$ cat src/rtl/if_fetch_ctrl_pkg.sv
`default_nettype none
// ============================================================================
// Module      : if_fetch_ctrl_pkg
// Description : Shared types and constants for the instruction fetch controller.
// Revision    : 1.0
// ============================================================================
package if_fetch_ctrl_pkg;

    localparam int unsigned      c_XLEN     = 32;
    localparam logic [c_XLEN-1:0] c_RESET_PC = '0;
    localparam logic [c_XLEN-1:0] c_PC_STEP  = 1;

    typedef enum logic [1:0] {
        ST_IDLE  = 2'd0,
        ST_FETCH = 2'd1,
        ST_SKID  = 2'd2,
        ST_DROP  = 2'd3
    } fetch_state_t;

    typedef struct packed {
        logic [c_XLEN-1:0] instr;
        logic [c_XLEN-1:0] pc;
    } slot_t;

    // Word-addressed increment; wraps naturally at 2^32.
    function automatic logic [c_XLEN-1:0] pc_incr(input logic [c_XLEN-1:0] a);
        return a + c_PC_STEP;
    endfunction

endpackage
`default_nettype wire

$ cat src/rtl/if_fetch_ctrl_if.sv
`default_nettype none
// ============================================================================
// Module      : if_fetch_ctrl_if
// Description : Fetch controller bus: decode/execute controls, imem port, IF slot.
// Revision    : 1.0
// ============================================================================
interface if_fetch_ctrl_if;
    import if_fetch_ctrl_pkg::*;

    logic              freeze;
    logic              branch_taken;
    logic [c_XLEN-1:0] branch_addr;
    logic              imem_req;
    logic [c_XLEN-1:0] imem_addr;
    logic              imem_ready;
    logic [c_XLEN-1:0] imem_rdata;
    logic              if_valid;
    logic [c_XLEN-1:0] instruction;
    logic [c_XLEN-1:0] pc;
    logic              flush_id;

    modport master (
        input  freeze, branch_taken, branch_addr, imem_ready, imem_rdata,
        output imem_req, imem_addr, if_valid, instruction, pc, flush_id
    );

    modport slave (
        output freeze, branch_taken, branch_addr, imem_ready, imem_rdata,
        input  imem_req, imem_addr, if_valid, instruction, pc, flush_id
    );

endinterface
`default_nettype wire

$ cat src/rtl/if_fetch_ctrl_skid.sv
`default_nettype none
// ============================================================================
// Module      : if_skid_buf
// Description : One-entry holding buffer for a fetch response the slot cannot take.
// Revision    : 1.0
// ============================================================================
module if_skid_buf
    import if_fetch_ctrl_pkg::*;
(
    input  wire logic  clk,
    input  wire logic  rst,
    input  wire logic  i_load,
    input  wire logic  i_unload,
    input  wire logic  i_clear,
    input  wire slot_t i_data,
    output logic       o_valid,
    output slot_t      o_data
);

    logic  r_valid;
    slot_t r_data;

    always_ff @(posedge clk) begin
        if (rst) begin
            r_valid <= 1'b0;
            r_data  <= '0;
        end else if (i_clear) begin
            r_valid <= 1'b0;
        end else if (i_load) begin
            r_valid <= 1'b1;
            r_data  <= i_data;
        end else if (i_unload) begin
            r_valid <= 1'b0;
        end
    end

    assign o_valid = r_valid;
    assign o_data  = r_data;

endmodule
`default_nettype wire

$ cat src/rtl/if_fetch_ctrl.sv
`default_nettype none
// ============================================================================
// Module      : if_fetch_ctrl
// Description : Instruction fetch controller with skid buffer and branch redirect.
// Revision    : 1.0
// ============================================================================
module if_fetch_ctrl
    import if_fetch_ctrl_pkg::*;
(
    input  wire logic       clk,
    input  wire logic       rst,
    if_fetch_ctrl_if.master bus
);

    fetch_state_t      r_state;
    fetch_state_t      w_state_nxt;

    logic [c_XLEN-1:0] r_fetch_pc;
    logic [c_XLEN-1:0] r_addr;
    logic              r_req;
    logic              r_if_valid;
    logic              r_flush;
    slot_t             r_slot;

    logic              w_slot_free;
    logic              w_bus_free;
    logic              w_resp;
    logic              w_slot_load;
    logic              w_skid_load;
    logic              w_skid_unload;
    logic              w_issue;
    logic [c_XLEN-1:0] w_fetch_pc_nxt;
    slot_t             w_resp_entry;
    logic              w_skid_valid;
    slot_t             w_skid_data;

    assign w_slot_free  = !r_if_valid || !bus.freeze;
    // The request is registered: it was decided a cycle earlier, so a freeze
    // arriving with the response is exactly what the skid entry absorbs.
    assign w_bus_free   = !r_req || bus.imem_ready;
    assign w_resp_entry = '{instr: bus.imem_rdata, pc: pc_incr(r_addr)};

    // ---------------------------------------------------------------- state
    always_ff @(posedge clk) begin
        if (rst) begin
            r_state <= ST_IDLE;
        end else begin
            r_state <= w_state_nxt;
        end
    end

    // ------------------------------------------------------------ next state
    always_comb begin
        w_state_nxt = r_state;
        if (bus.branch_taken) begin
            w_state_nxt = w_bus_free ? ST_FETCH : ST_DROP;
        end else begin
            case (r_state)
                ST_IDLE:  w_state_nxt = ST_FETCH;
                ST_FETCH: if (r_req && bus.imem_ready && !w_slot_free) w_state_nxt = ST_SKID;
                ST_SKID:  if (w_slot_free) w_state_nxt = ST_FETCH;
                ST_DROP:  if (bus.imem_ready) w_state_nxt = ST_FETCH;
                default:  w_state_nxt = ST_IDLE;
            endcase
        end
    end

    // --------------------------------------------------------------- outputs
    always_comb begin
        w_resp        = r_req && bus.imem_ready;
        w_slot_load   = 1'b0;
        w_skid_load   = 1'b0;
        w_skid_unload = 1'b0;
        w_issue       = 1'b0;
        if (bus.branch_taken) begin
            w_issue = w_bus_free;
        end else begin
            case (r_state)
                ST_IDLE: w_issue = 1'b1;
                ST_FETCH: begin
                    w_slot_load = w_resp && w_slot_free;
                    w_skid_load = w_resp && !w_slot_free;
                    w_issue     = w_bus_free && w_slot_free;
                end
                ST_SKID: w_skid_unload = w_skid_valid && w_slot_free;
                ST_DROP: w_issue = bus.imem_ready;
                default: w_issue = 1'b0;
            endcase
        end

        if (bus.branch_taken) begin
            w_fetch_pc_nxt = bus.branch_addr;
        end else if (w_slot_load || w_skid_load) begin
            w_fetch_pc_nxt = pc_incr(r_addr);
        end else begin
            w_fetch_pc_nxt = r_fetch_pc;
        end
    end

    // -------------------------------------------------------------- datapath
    always_ff @(posedge clk) begin
        if (rst) begin
            r_fetch_pc <= c_RESET_PC;
            r_addr     <= '0;
            r_req      <= 1'b0;
            r_if_valid <= 1'b0;
            r_flush    <= 1'b0;
            r_slot     <= '0;
        end else begin
            r_fetch_pc <= w_fetch_pc_nxt;
            r_flush    <= bus.branch_taken;
            r_req      <= w_issue || (r_req && !bus.imem_ready);
            if (w_issue) begin
                r_addr <= w_fetch_pc_nxt;
            end

            if (bus.branch_taken) begin
                r_if_valid <= 1'b0;
            end else if (w_slot_load) begin
                r_if_valid <= 1'b1;
                r_slot     <= w_resp_entry;
            end else if (w_skid_unload) begin
                r_if_valid <= 1'b1;
                r_slot     <= w_skid_data;
            end else if (w_slot_free) begin
                r_if_valid <= 1'b0;
            end
        end
    end

    if_skid_buf u_skid (
        .clk      (clk),
        .rst      (rst),
        .i_load   (w_skid_load),
        .i_unload (w_skid_unload),
        .i_clear  (bus.branch_taken),
        .i_data   (w_resp_entry),
        .o_valid  (w_skid_valid),
        .o_data   (w_skid_data)
    );

    assign bus.imem_req    = r_req;
    assign bus.imem_addr   = r_addr;
    assign bus.if_valid    = r_if_valid;
    assign bus.instruction = r_slot.instr;
    assign bus.pc          = r_slot.pc;
    assign bus.flush_id    = r_flush;

endmodule
`default_nettype wire

$ cat src/flat_wrapper.sv
// flat-port wrapper written by rule: the top's interface ports become plain ports
module if_fetch_ctrl_flat import if_fetch_ctrl_pkg::*;
  (clk, rst, bus_freeze, bus_branch_taken, bus_branch_addr, bus_imem_ready, bus_imem_rdata, bus_imem_req, bus_imem_addr, bus_if_valid, bus_instruction, bus_pc, bus_flush_id);
  if_fetch_ctrl_if bus_i ();
  input  wire logic clk;
  input  wire logic rst;
  input wire logic [$bits(bus_i.freeze)-1:0] bus_freeze;
  input wire logic [$bits(bus_i.branch_taken)-1:0] bus_branch_taken;
  input wire logic [$bits(bus_i.branch_addr)-1:0] bus_branch_addr;
  input wire logic [$bits(bus_i.imem_ready)-1:0] bus_imem_ready;
  input wire logic [$bits(bus_i.imem_rdata)-1:0] bus_imem_rdata;
  output wire logic [$bits(bus_i.imem_req)-1:0] bus_imem_req;
  output wire logic [$bits(bus_i.imem_addr)-1:0] bus_imem_addr;
  output wire logic [$bits(bus_i.if_valid)-1:0] bus_if_valid;
  output wire logic [$bits(bus_i.instruction)-1:0] bus_instruction;
  output wire logic [$bits(bus_i.pc)-1:0] bus_pc;
  output wire logic [$bits(bus_i.flush_id)-1:0] bus_flush_id;
  assign bus_i.freeze = bus_freeze;
  assign bus_i.branch_taken = bus_branch_taken;
  assign bus_i.branch_addr = bus_branch_addr;
  assign bus_i.imem_ready = bus_imem_ready;
  assign bus_i.imem_rdata = bus_imem_rdata;
  assign bus_imem_req = bus_i.imem_req;
  assign bus_imem_addr = bus_i.imem_addr;
  assign bus_if_valid = bus_i.if_valid;
  assign bus_instruction = bus_i.instruction;
  assign bus_pc = bus_i.pc;
  assign bus_flush_id = bus_i.flush_id;
  if_fetch_ctrl u_core (.clk(clk), .rst(rst), .bus(bus_i));
endmodule
$ cat config.mk
export PLATFORM = sky130hd
export DESIGN_NAME = if_fetch_ctrl_flat
export DESIGN_NICKNAME = d
export VERILOG_FILES = /design/src/rtl/if_fetch_ctrl_pkg.sv /design/src/rtl/if_fetch_ctrl_if.sv /design/src/rtl/if_fetch_ctrl_skid.sv /design/src/rtl/if_fetch_ctrl.sv /design/src/flat_wrapper.sv
export SDC_FILE = /design/constraint.sdc
export NUM_CORES = 1
export LEC_CHECK = 0
export BUFFER_PORTS_ARGS = -buffer_cell sky130_fd_sc_hd__buf_2
export CAP_MARGIN = 20
export CORE_UTILIZATION = 40
export CTS_BUF_LIST = sky130_fd_sc_hd__clkbuf_4 sky130_fd_sc_hd__clkbuf_8 sky130_fd_sc_hd__clkbuf_16
export CTS_CLUSTER_DIAMETER = 100
export DETAILED_ROUTE_END_ITERATION = 10
export SETUP_SLACK_MARGIN = 0.4
export SLEW_MARGIN = 20
export SYNTH_ARGS = -nofsm -noshare
export SYNTH_HDL_FRONTEND = slang
export SYNTH_SLANG_ARGS = --single-unit
$ cat constraint.sdc
create_clock -name clk -period 2.9 [get_ports clk]
set_input_delay 0.435 -clock clk [delete_from_list [all_inputs] [get_ports clk]]
set_output_delay 0.435 -clock clk [all_outputs]
set_load 0.02 [all_outputs]
==> results of run 1 <==
## cell usage after synthesis, types with 3 or more instances
library cell | n | share of area
clkbuf_1 | 77 | 0.033
o21ai_0 | 18 | 0.010
and3_1 | 26 | 0.019
or4_1 | 5 | 0.0043
buf_1 | 5 | 0.0021
a21oi_1 | 72 | 0.041
nor3_1 | 15 | 0.0086
and2_1 | 4 | 0.0028
xor2_1 | 8 | 0.0080
a21o_1 | 17 | 0.015
and4_1 | 6 | 0.0060
o31ai_1 | 4 | 0.0034
dfxtp_1 | 198 | 0.45
nand3_1 | 19 | 0.011
or3_1 | 6 | 0.0043
nand4_1 | 16 | 0.011
nor4_1 | 10 | 0.0071
nand3b_1 | 4 | 0.0034
nand2_1 | 106 | 0.045
o21a_1 | 3 | 0.0026
mux2i_1 | 56 | 0.064
a221oi_1 | 8 | 0.0080
a31o_2 | 4 | 0.0040
a211oi_1 | 115 | 0.098
xnor2_1 | 18 | 0.018
o211ai_1 | 5 | 0.0043
o221a_2 | 3 | 0.0038
a31oi_1 | 4 | 0.0028
nor2_1 | 126 | 0.054
inv_1 | 10 | 0.0043
nand2b_1 | 4 | 0.0028
buf_2 | 8 | 0.0046
a311oi_1 | 8 | 0.0080
o32ai_1 | 3 | 0.0030
## area by class of cell
class,instances,area [µm²]
tap,275,344
multi-input combinational,719,4470
fill,2077,10800
timing repair buffer,191,1070
sequential,198,3960
inverter,10,37.5
clock buffer,17,425
clock inverter,15,204
## power breakdown
group | switching (µW) | internal (µW)
Combinational | 413 | 237
Clock | 1260 | 1190
Sequential | 104 | 2820
## flip-flops by register name (all words and copies together) (netlist names)
| signal | cells |
|---|---|
| u_core.bus.if_valid | 1 |
| u_core.bus.instruction | 32 |
| u_core.bus.pc | 32 |
| u_core.r_state | 2 |
| u_core.u_skid.o_valid | 1 |
| u_core.bus.flush_id | 1 |
| u_core.bus.imem_req | 1 |
| u_core.u_skid.o_data | 64 |
| u_core.r_fetch_pc | 32 |
| u_core.bus.imem_addr | 32 |
## critical path: cells and delay by family (launching register included)
| family | cells | cell delay, ns |
|---|---|---|
| AO/OA/AOI/OAI | 1 | 0.22 |
| AND/OR/NAND/NOR | 3 | 1.18 |
| XOR/XNOR | 1 | 0.21 |
| adder cells (fa/ha/maj) | 1 | 0.25 |
| flip-flops | 1 | 0.43 |
## how the worst max path moves through the flow
stage	from	end	slack (ns)	cells past startpoint
finish	u_core.bus.imem_addr[1]	u_core.u_skid.o_data[22]	0.52	6
CTS	u_core.bus.imem_addr[1]	u_core.u_skid.o_data[28]	0.48	6
detailed placement	u_core.bus.imem_addr[1]	u_core.r_fetch_pc[26]	0.56	6
floorplan	u_core.bus.imem_addr[0]	u_core.bus.pc[26]	0.56	7
global placement	u_core.bus.imem_addr[22]	u_core.bus.imem_addr[30]	0.56	5
global route	u_core.bus.imem_addr[1]	u_core.u_skid.o_data[24]	0.39	6
## logic make-up (layout without fill, tap and decap cells)
| family | after synthesis | count (layout) | synth area share |
|---|---|---|---|
| AOI/OAI and AO/OA | 274 | 274 | 0.215 |
| xor gates and xnor gates | 26 | 26 | 0.0259 |
| adders and majority gates | 1 | 1 | 0.00142 |
| buffers and inverters | 101 | 233 | 0.0452 |
| DFF | 198 | 198 | 0.451 |
| muxes | 57 | 57 | 0.0651 |
| and+or+nand+nor | 361 | 361 | 0.196 |
## stage by stage
step                setup WS (ns)  hold WS [ns]  instance area (µm²)  utilization
global route                0.388         0.215                10500        0.494
finish                      0.524         0.232                10500        0.494
global placement            0.555         0.442                 9880        0.464
detailed placement          0.559         0.447                 9880        0.464
floorplan                   0.559         0.436                 8780            -
CTS                         0.483         0.217                10500        0.494
## layer usage
metal | share of wire | wire (µm)
met5 | 0 | 0
met4 | 0.017 | 433
met3 | 0.062 | 1550
met2 | 0.45 | 11100
met1 | 0.47 | 11800
## repair_timing
item | in CTS | in global routing
buffers inserted | 0 | 0
hold buffers | 0 | 0
gates resized for setup | 0 | 2
endpoints found under the setup margin | 0 | 12
hold endpoints to repair | 0 | 0
==> impl_metrics.py, run 1 <==
metrics = {
    "global_route": {
        "grt_first_pass_wirelength_um": 39400,
        "grtUsageMet2": 0.341,
        "grt_use_met3": 0.0548,
        "grt_usage": 0.223,
        "grt_max_degree": 91,
        "grt_pass1_vias": 7268,
        "met1_usage": 0.307,
        "antenna_found_initial": 0,
        "overflow": 0,
        "busiest_layer": "met2",
    },
    "timing": {
        "relSlewSlack": 0.411,
        "worst_slew_pin_slew_ns": 0.884,
        "hold_viol": 0,
        "setup_viol": 0,
        "fin_tns_setup_ns": 0,
        "skew_ns": 0.0100,
        "fmax_mhz": 421,
        "rsz0062_at_grt": "true",
        "period_minus_slack_ns": 2.38,
        "period_share": 0.819,
        "slew_viol_final": 0,
    },
    "pwr": {
        "ir_worst_vdd_uv": 374,
        "p_per_area_nw_per_um2": 572,
        "leakage_uw": 0.00442,
        "fin_total_pwr_uw": 6020,
    },
    "die": {
        "die_w_um": 150,
        "rows": 53,
        "design.die.area_um2": 22500,
        "ioPinCount": 168,
        "die_y_um": 150,
        "initial_core_util": 0.412,
        "core_um2": 21300,
    },
    "synth": {
        "syn_nets": 1088,
        "synth_edf_count": 0,
        "syn-cell-area_um2": 8780,
        "avgSynthCellArea_um2": 8.62,
        "synthFlopType": "dfxtp_1",
        "yosysSeqAreaShare": 0.451,
        "yosysUniqueCellTypes": 54,
        "synth_cells": 1018,
        "yosysWarnings": 0,
        "ys_seq_elements": 198,
        "async_flop_share": 0,
    },
    "cells_and_area": {
        "insertedDiodeCount": 0,
        "syn_to_final_growth_pct": 19.8,
        "drive_gt1_frac": 0.215,
        "layout.cells.non_filler": 1425,
        "layout.cells.most_common_list": "198 x dfxtp_1, 166 x buf_2, 123 x nor2_1, 115 x a211oi_1, 104 x nand2_1",
        "nets": 1207,
        "final_common_cell": "dfxtp_1",
    },
    "run_status": {
        "outcome": "complete, no violations",
    },
    "worst_hold_path": {
        "worstHoldPathType": "in2reg",
        "hold_depth": 3,
        "min_to": "u_core.u_skid.o_data[38]",
        "hp-start": "bus_imem_rdata[6]",
    },
    "placement": {
        "dp.cells": 1393,
        "globalplace.congestion": 0.948,
        "dp_hpwl_um": 16800,
        "io_buffers": 167,
    },
    "setup_path": {
        "worstSetupPathType": "reg2reg",
        "timing.rr.end": "u_core.u_skid.o_data[22]",
        "cp-start-kind": "flip-flop",
        "crit_fanout": 6,
        "reg2reg_depth": 6,
        "reg2reg_slack_ns": 0.52,
        "path_cells": "ha_1 -> and3_1 -> nand2_1 -> nor4_1 -> xnor2_1 -> a211oi_1",
        "slowest_stage": "nor4_1",
        "r2r-start": "u_core.bus.imem_addr[1]",
        "worst_ep_required_time_ns": 3.26,
        "slowest_delay_ns": 0.65,
        "crit_arrival_ns": 2.73,
        "end_kind": "flip-flop",
    },
    "drt": {
        "postRouteAntennaNets": 0,
        "drc_errors": 0,
        "post_drt_wl_per_cell_um": 17.5,
        "drt-initial-drc-count": 469,
        "first_pass_iters": 6,
        "routed_wl_um": 24900,
        "via_per_inst": 5.48,
        "via_count": 7802,
    },
    "cts": {
        "insertion_delay_ns": 0.44,
        "path_clk_slew_ns": 0.09,
        "cts.path.max_buffers": 2,
        "cts_max_level": 4,
        "cts_tree": "done",
        "cts_root_buffer": "clkbuf_16",
        "clock_sinks": 198,
        "cts_buffers": 17,
    },
    "job": {
        "max_cap_violations": 0,
    },
}
(Power assumes the default switching activity.)
==> run 2: changes to the inputs <==
==> constraint.sdc (replaced) <==
create_clock -name clk -period 2.1 [get_ports clk]
set_input_delay 0.315 -clock clk [delete_from_list [all_inputs] [get_ports clk]]
set_output_delay 0.315 -clock clk [all_outputs]
set_load 0.02 [all_outputs]
==> run 2 against run 1 <==
Total power increased by 41%. Critical path depth unchanged. Die area unchanged. Utilization increased by 9.6 points. Via count increased by 10%. Design area increased by 19%. Combinational power increased by 83%. Clock power increased by 35%. Final cell count increased by 6.7%. Non-clock buffer count increased by 95. Sequential cell count unchanged. Sequential power increased by 38%. Largest power group unchanged. Highest routed layer unchanged.
==> impl_metrics.py, run 2 (synthesis results as in run 1) <==
metrics = {
    "cells_and_area": {
        "drive_gt1_frac": 0.413,
        "nets": 1302,
        "layout.cells.most_common_list": "167 x buf_2, 165 x dfxtp_1, 115 x nor2_1, 98 x nand2_1, 73 x buf_4",
        "final_common_cell": "buf_2",
        "largest_reg_flops": 64,
        "insertedDiodeCount": 0,
        "syn_to_final_growth_pct": 43.2,
        "layout.cells.non_filler": 1520,
    },
    "placement": {
        "io_buffers": 167,
        "globalplace.congestion": 0.953,
        "dp_hpwl_um": 17400,
        "dp.cells": 1426,
    },
    "timing": {
        "worst_slew_pin_slew_ns": 0.700,
        "setup_viol": 0,
        "holdWs_ns": 0.110,
        "skew_ns": 0.0154,
        "period_minus_slack_ns": 1.95,
        "fin_tns_setup_ns": 0,
        "relSlewSlack": 0.533,
        "period_share": 0.928,
        "rsz0062_at_grt": "true",
        "slew_viol_final": 0,
        "hold_viol": 0,
        "fmax_mhz": 513,
    },
    "job": {
        "max_cap_violations": 0,
    },
    "die": {
        "die_y_um": 150,
        "ioPinCount": 168,
        "design.die.area_um2": 22500,
        "initial_core_util": 0.412,
        "core_um2": 21300,
        "die_w_um": 150,
        "rows": 53,
    },
    "global_route": {
        "grt_use_met3": 0.0455,
        "grtUsageMet2": 0.363,
        "met1_usage": 0.328,
        "overflow": 0,
        "grt_max_degree": 142,
        "grt_first_pass_wirelength_um": 41100,
        "grt_pass1_vias": 7488,
        "busiest_layer": "met2",
        "antenna_found_initial": 0,
        "grt_usage": 0.234,
    },
    "setup_path": {
        "worst_ep_required_time_ns": 2.44,
        "reg2reg_depth": 6,
        "end_kind": "flip-flop",
        "cp-start-kind": "flip-flop",
        "crit_arrival_ns": 2.29,
        "reg2reg_slack_ns": 0.15,
        "worstSetupPathType": "reg2reg",
        "crit_fanout": 5,
    },
    "pwr": {
        "ir_worst_vdd_uv": 682,
        "p_per_area_nw_per_um2": 678,
        "leakage_uw": 0.00539,
    },
    "cts": {
        "cts_hold_buffers": 0,
        "cts_root_buffer": "clkbuf_16",
        "path_clk_slew_ns": 0.09,
        "cts_max_level": 4,
        "insertion_delay_ns": 0.44,
        "cts.path.max_buffers": 2,
        "clock_sinks": 198,
        "cts_buffers": 17,
        "cts_tree": "done",
    },
    "worst_hold_path": {
        "hold_depth": 3,
        "worstHoldPathType": "in2reg",
    },
    "run_status": {
        "outcome": "complete, no violations",
    },
    "drt": {
        "drt-initial-drc-count": 665,
        "drc_errors": 0,
        "via_per_inst": 5.65,
        "first_pass_iters": 5,
        "post_drt_wl_per_cell_um": 18.6,
        "via_count": 8588,
        "postRouteAntennaNets": 0,
        "routed_wl_um": 28300,
    },
}
## run 2: final timing paths
path / end / from
hold / removal: u_core.u_skid.o_data[44] / bus_imem_rdata[12]
setup reg to reg: u_core.bus.imem_addr[26] / u_core.bus.imem_addr[14]
setup / recovery: u_core.bus.imem_addr[26] / u_core.bus.imem_addr[14]
hold reg to reg: u_core.u_skid.o_data[1] / u_core.u_skid.o_data[1]
## run 2: critical path: stages, from the launching register on
cell and delay [ns]:
dfxtp_4 0.37, nand4_1 0.13, or4_4 0.66, nor4_4 0.26, buf_4 0.18, o21ai_2 0.05
a221oi_2 0.21
## run 2: what timing repair did
item | 4_1_cts | 5_1_grt
gates cloned | 1 | 6
setup endpoints to repair | 136 | 124
buffers inserted | 30 | 25
pin swaps | 30 | 79
resized for setup | 69 | 138
## run 2: where the power goes
group,total [µW],internal (µW),switching (µW)
clock,3300,1620,1680
sequential,4030,3890,132
combinational,1190,488,704
total,8520,6000,2520
## run 2: cell type report
| cell class | count | area [µm²] |
|---|---|---|
| Clock buffer | 17 | 425 |
| Clock inverter | 15 | 179 |
| Fill cell | 1861 | 8720 |
| Inverter | 10 | 37.5 |
| Multi-Input combinational cell | 719 | 5440 |
| Sequential cell | 198 | 4060 |
| Tap cell | 275 | 344 |
| Timing Repair Buffer | 286 | 2090 |
## run 2: per-stage QoR
step | power (µW) | cell area [µm²] | util | worst slack (ns)
after floorplan | 4690 | 9160 | - | 0.225
after global placement | 5080 | 10400 | 0.489 | 0.110
after detailed placement | 5080 | 10400 | 0.489 | 0.0827
after CTS | 8470 | 11600 | 0.545 | 0.236
after global routing | 8860 | 12600 | 0.591 | 0.0686
final | 8520 | 12600 | 0.591 | 0.152
## run 2: metal layers
metal | routed length, µm | vias to the layer above
met5 | 0 | -
met4 | 434 | 0
met3 | 1690 | 32
met2 | 13500 | 297
met1 | 12700 | 4135
li1 | - | 4124
==> run 3: changes to the inputs <==
--- a/config.mk
+++ b/config.mk
@@ -7,10 +7,12 @@
 export LEC_CHECK = 0
 export BUFFER_PORTS_ARGS = -buffer_cell sky130_fd_sc_hd__buf_2
 export CAP_MARGIN = 20
-export CORE_UTILIZATION = 40
+export CORE_UTILIZATION = 50
 export CTS_BUF_LIST = sky130_fd_sc_hd__clkbuf_4 sky130_fd_sc_hd__clkbuf_8 sky130_fd_sc_hd__clkbuf_16
 export CTS_CLUSTER_DIAMETER = 100
 export DETAILED_ROUTE_END_ITERATION = 10
+export HOLD_SLACK_MARGIN = 0.15
+export PLACE_DENSITY = 0.73
 export SETUP_SLACK_MARGIN = 0.4
 export SLEW_MARGIN = 20
 export SYNTH_ARGS = -nofsm -noshare
==> constraint.sdc (replaced) <==
create_clock -name clk -period 2.5 [get_ports clk]
set_input_delay 0.375 -clock clk [delete_from_list [all_inputs] [get_ports clk]]
set_output_delay 0.375 -clock clk [all_outputs]
set_load 0.02 [all_outputs]
==> run 3 against run 2 <==
Die area down 20%. Register-to-register slack gained 0.29 ns. Worst setup slack better by 0.29 ns. Maximum frequency fell by 5.5%. Total power down 19%. Via count is 5.8% lower. Combinational power down 33%. Sequential share of layout area up 5.0 points. Sequential power fell by 16%. Largest cell class unchanged.
==> impl_metrics.py, run 3 (synthesis results as in run 1) <==
metrics = {
    "run_status": {
        "outcome": "complete, no violations",
    },
    "timing": {
        "skew_ns": 0.0114,
        "fmax_mhz": 485,
        "fin_ws_ns": 0.439,
        "fin_tns_setup_ns": 0,
        "relSlewSlack": 0.633,
        "rsz0062_at_grt": "true",
        "worst_slew_pin_slew_ns": 0.550,
        "hold_viol": 0,
        "period_share": 0.824,
        "setup_viol": 0,
        "slew_viol_final": 0,
        "period_minus_slack_ns": 2.06,
    },
    "job": {
        "max_cap_violations": 0,
    },
    "worst_hold_path": {
        "worstHoldPathType": "in2reg",
        "min_to": "u_core.u_skid.o_data[44]",
        "hold_depth": 3,
        "hp-start": "bus_imem_rdata[12]",
    },
    "global_route": {
        "antenna_found_initial": 0,
        "grt_pass1_vias": 7229,
        "grt_max_degree": 82,
        "overflow": 0,
        "grt_usage": 0.262,
        "grt_first_pass_wirelength_um": 37700,
    },
    "placement": {
        "place_ws_ns": 0.372,
        "globalplace.congestion": 0.975,
        "dp_hpwl_um": 16300,
        "dp.cells": 1357,
        "io_buffers": 167,
    },
    "setup_path": {
        "worst_ep_required_time_ns": 2.86,
        "worstSetupPathType": "reg2reg",
        "reg2reg_depth": 6,
        "end_kind": "flip-flop",
        "crit_arrival_ns": 2.43,
        "crit_fanout": 7,
        "reg2reg_slack_ns": 0.44,
        "r2r-start": "u_core.bus.imem_addr[8]",
        "cp-start-kind": "flip-flop",
        "timing.rr.end": "u_core.r_fetch_pc[26]",
    },
    "drt": {
        "post_drt_wl_per_cell_um": 17.2,
        "drt-initial-drc-count": 551,
        "first_pass_iters": 5,
        "drc_errors": 0,
        "via_count": 8092,
        "postRouteAntennaNets": 0,
        "via_per_inst": 5.78,
        "routed_wl_um": 24100,
    },
    "die": {
        "design.die.area_um2": 18100,
        "rows": 48,
        "ioPinCount": 168,
        "core_um2": 17200,
        "initial_core_util": 0.509,
        "die_y_um": 135,
        "die_w_um": 135,
    },
    "pwr": {
        "p_per_area_nw_per_um2": 639,
        "fin_total_pwr_uw": 6870,
        "leakage_uw": 0.00458,
        "ir_worst_vdd_uv": 487,
    },
    "cells_and_area": {
        "layout.cells.non_filler": 1400,
        "syn_to_final_growth_pct": 22.5,
        "largest_reg_flops": 64,
        "nets": 1232,
        "drive_gt1_frac": 0.255,
        "insertedDiodeCount": 0,
        "layout.cells.most_common_list": "183 x dfxtp_1, 166 x buf_2, 123 x nor2_1, 114 x a211oi_1, 104 x nand2_1",
        "final_common_cell": "dfxtp_1",
    },
    "cts": {
        "cts_tree": "done",
        "cts.path.max_buffers": 2,
        "clock_sinks": 198,
        "path_clk_slew_ns": 0.08,
        "cts_hold_buffers": 0,
        "cts_max_level": 4,
        "cts_buffers": 17,
        "cts_root_buffer": "clkbuf_16",
        "insertion_delay_ns": 0.44,
    },
}
==> run 3: cell types whose count changed in the layout (fill, tap and decap cells not counted), moves of 11 or more <==
cell      delta
a211oi_1    +42
a211oi_2    -42
buf_4       -30
buf_6       -27
dfxtp_1     +18
dfxtp_4     -11
==> run 3: timing repair <==
action,in CTS,in global routing
endpoints found under the setup margin,8,40
cloned,0,0
endpoints found under the hold margin,0,0
setup buffers,2,9
gates resized for setup,5,29
pin swaps,2,5
==> run 3: report_power, final <==
part	total [µW]	internal, µW	switching, µW	leakage [µW]
logic	802	306	496	0.00268
clock network	2690	1350	1340	0.000276
registers	3380	3270	113	0.00162
total	6870	4930	1950	0.00458
==> run 3: how the worst max path moves through the flow <==
stage | startpoint | end | slack (ns) | cells after the start
after global placement | u_core.bus.imem_addr[24] | u_core.bus.imem_addr[30] | 0.37 | 5
after detailed placement | u_core.bus.imem_addr[24] | u_core.bus.imem_addr[30] | 0.37 | 5
final | u_core.bus.imem_addr[8] | u_core.r_fetch_pc[26] | 0.44 | 6
after CTS | u_core.bus.imem_addr[0] | u_core.r_fetch_pc[28] | 0.40 | 6
after floorplan | u_core.bus.imem_addr[4] | u_core.bus.pc[30] | 0.40 | 7
after global routing | u_core.bus.imem_addr[8] | u_core.bus.pc[15] | 0.36 | 6
==> run 3: final cells by class <==
| cell class | instances | area, µm² |
|---|---|---|
| repair buffers | 216 | 1280 |
| clock buffers | 18 | 439 |
| clock inverters | 14 | 135 |
| well taps | 225 | 282 |
| flip-flops and latches | 198 | 4010 |
| multi-input cells | 719 | 4570 |
| fillers | 1472 | 6480 |
| inverters | 10 | 37.5 |
==> run 3: per-stage QoR <==
stage	hold WS (ns)	cell area, µm²	util
floorplan	0.436	8810	-
global placement	0.442	9970	0.578
detailed placement	0.447	9970	0.578
CTS	0.171	10600	0.614
global route	0.177	10800	0.624
finish	0.180	10800	0.624
==> run 3: critical path, stage by stage, from the launching register on <==
cell and delay, ns:
dfxtp_4 0.39, nand4_1 0.16, or4_4 0.63, nor4_4 0.33
buf_4 0.18, xnor2_2 0.10, a211oi_2 0.21
==> run 3: layer usage <==
layer | part of all wire | wire length (µm) | vias to the layer above | GRT usage
met5 | 0 | 0 | - | 0
met4 | 0.017 | 420 | 0 | 0.0893
met3 | 0.064 | 1550 | 38 | 0.0511
met2 | 0.47 | 11400 | 272 | 0.419
met1 | 0.45 | 10800 | 3809 | 0.355
li1 | - | - | 3973 | -
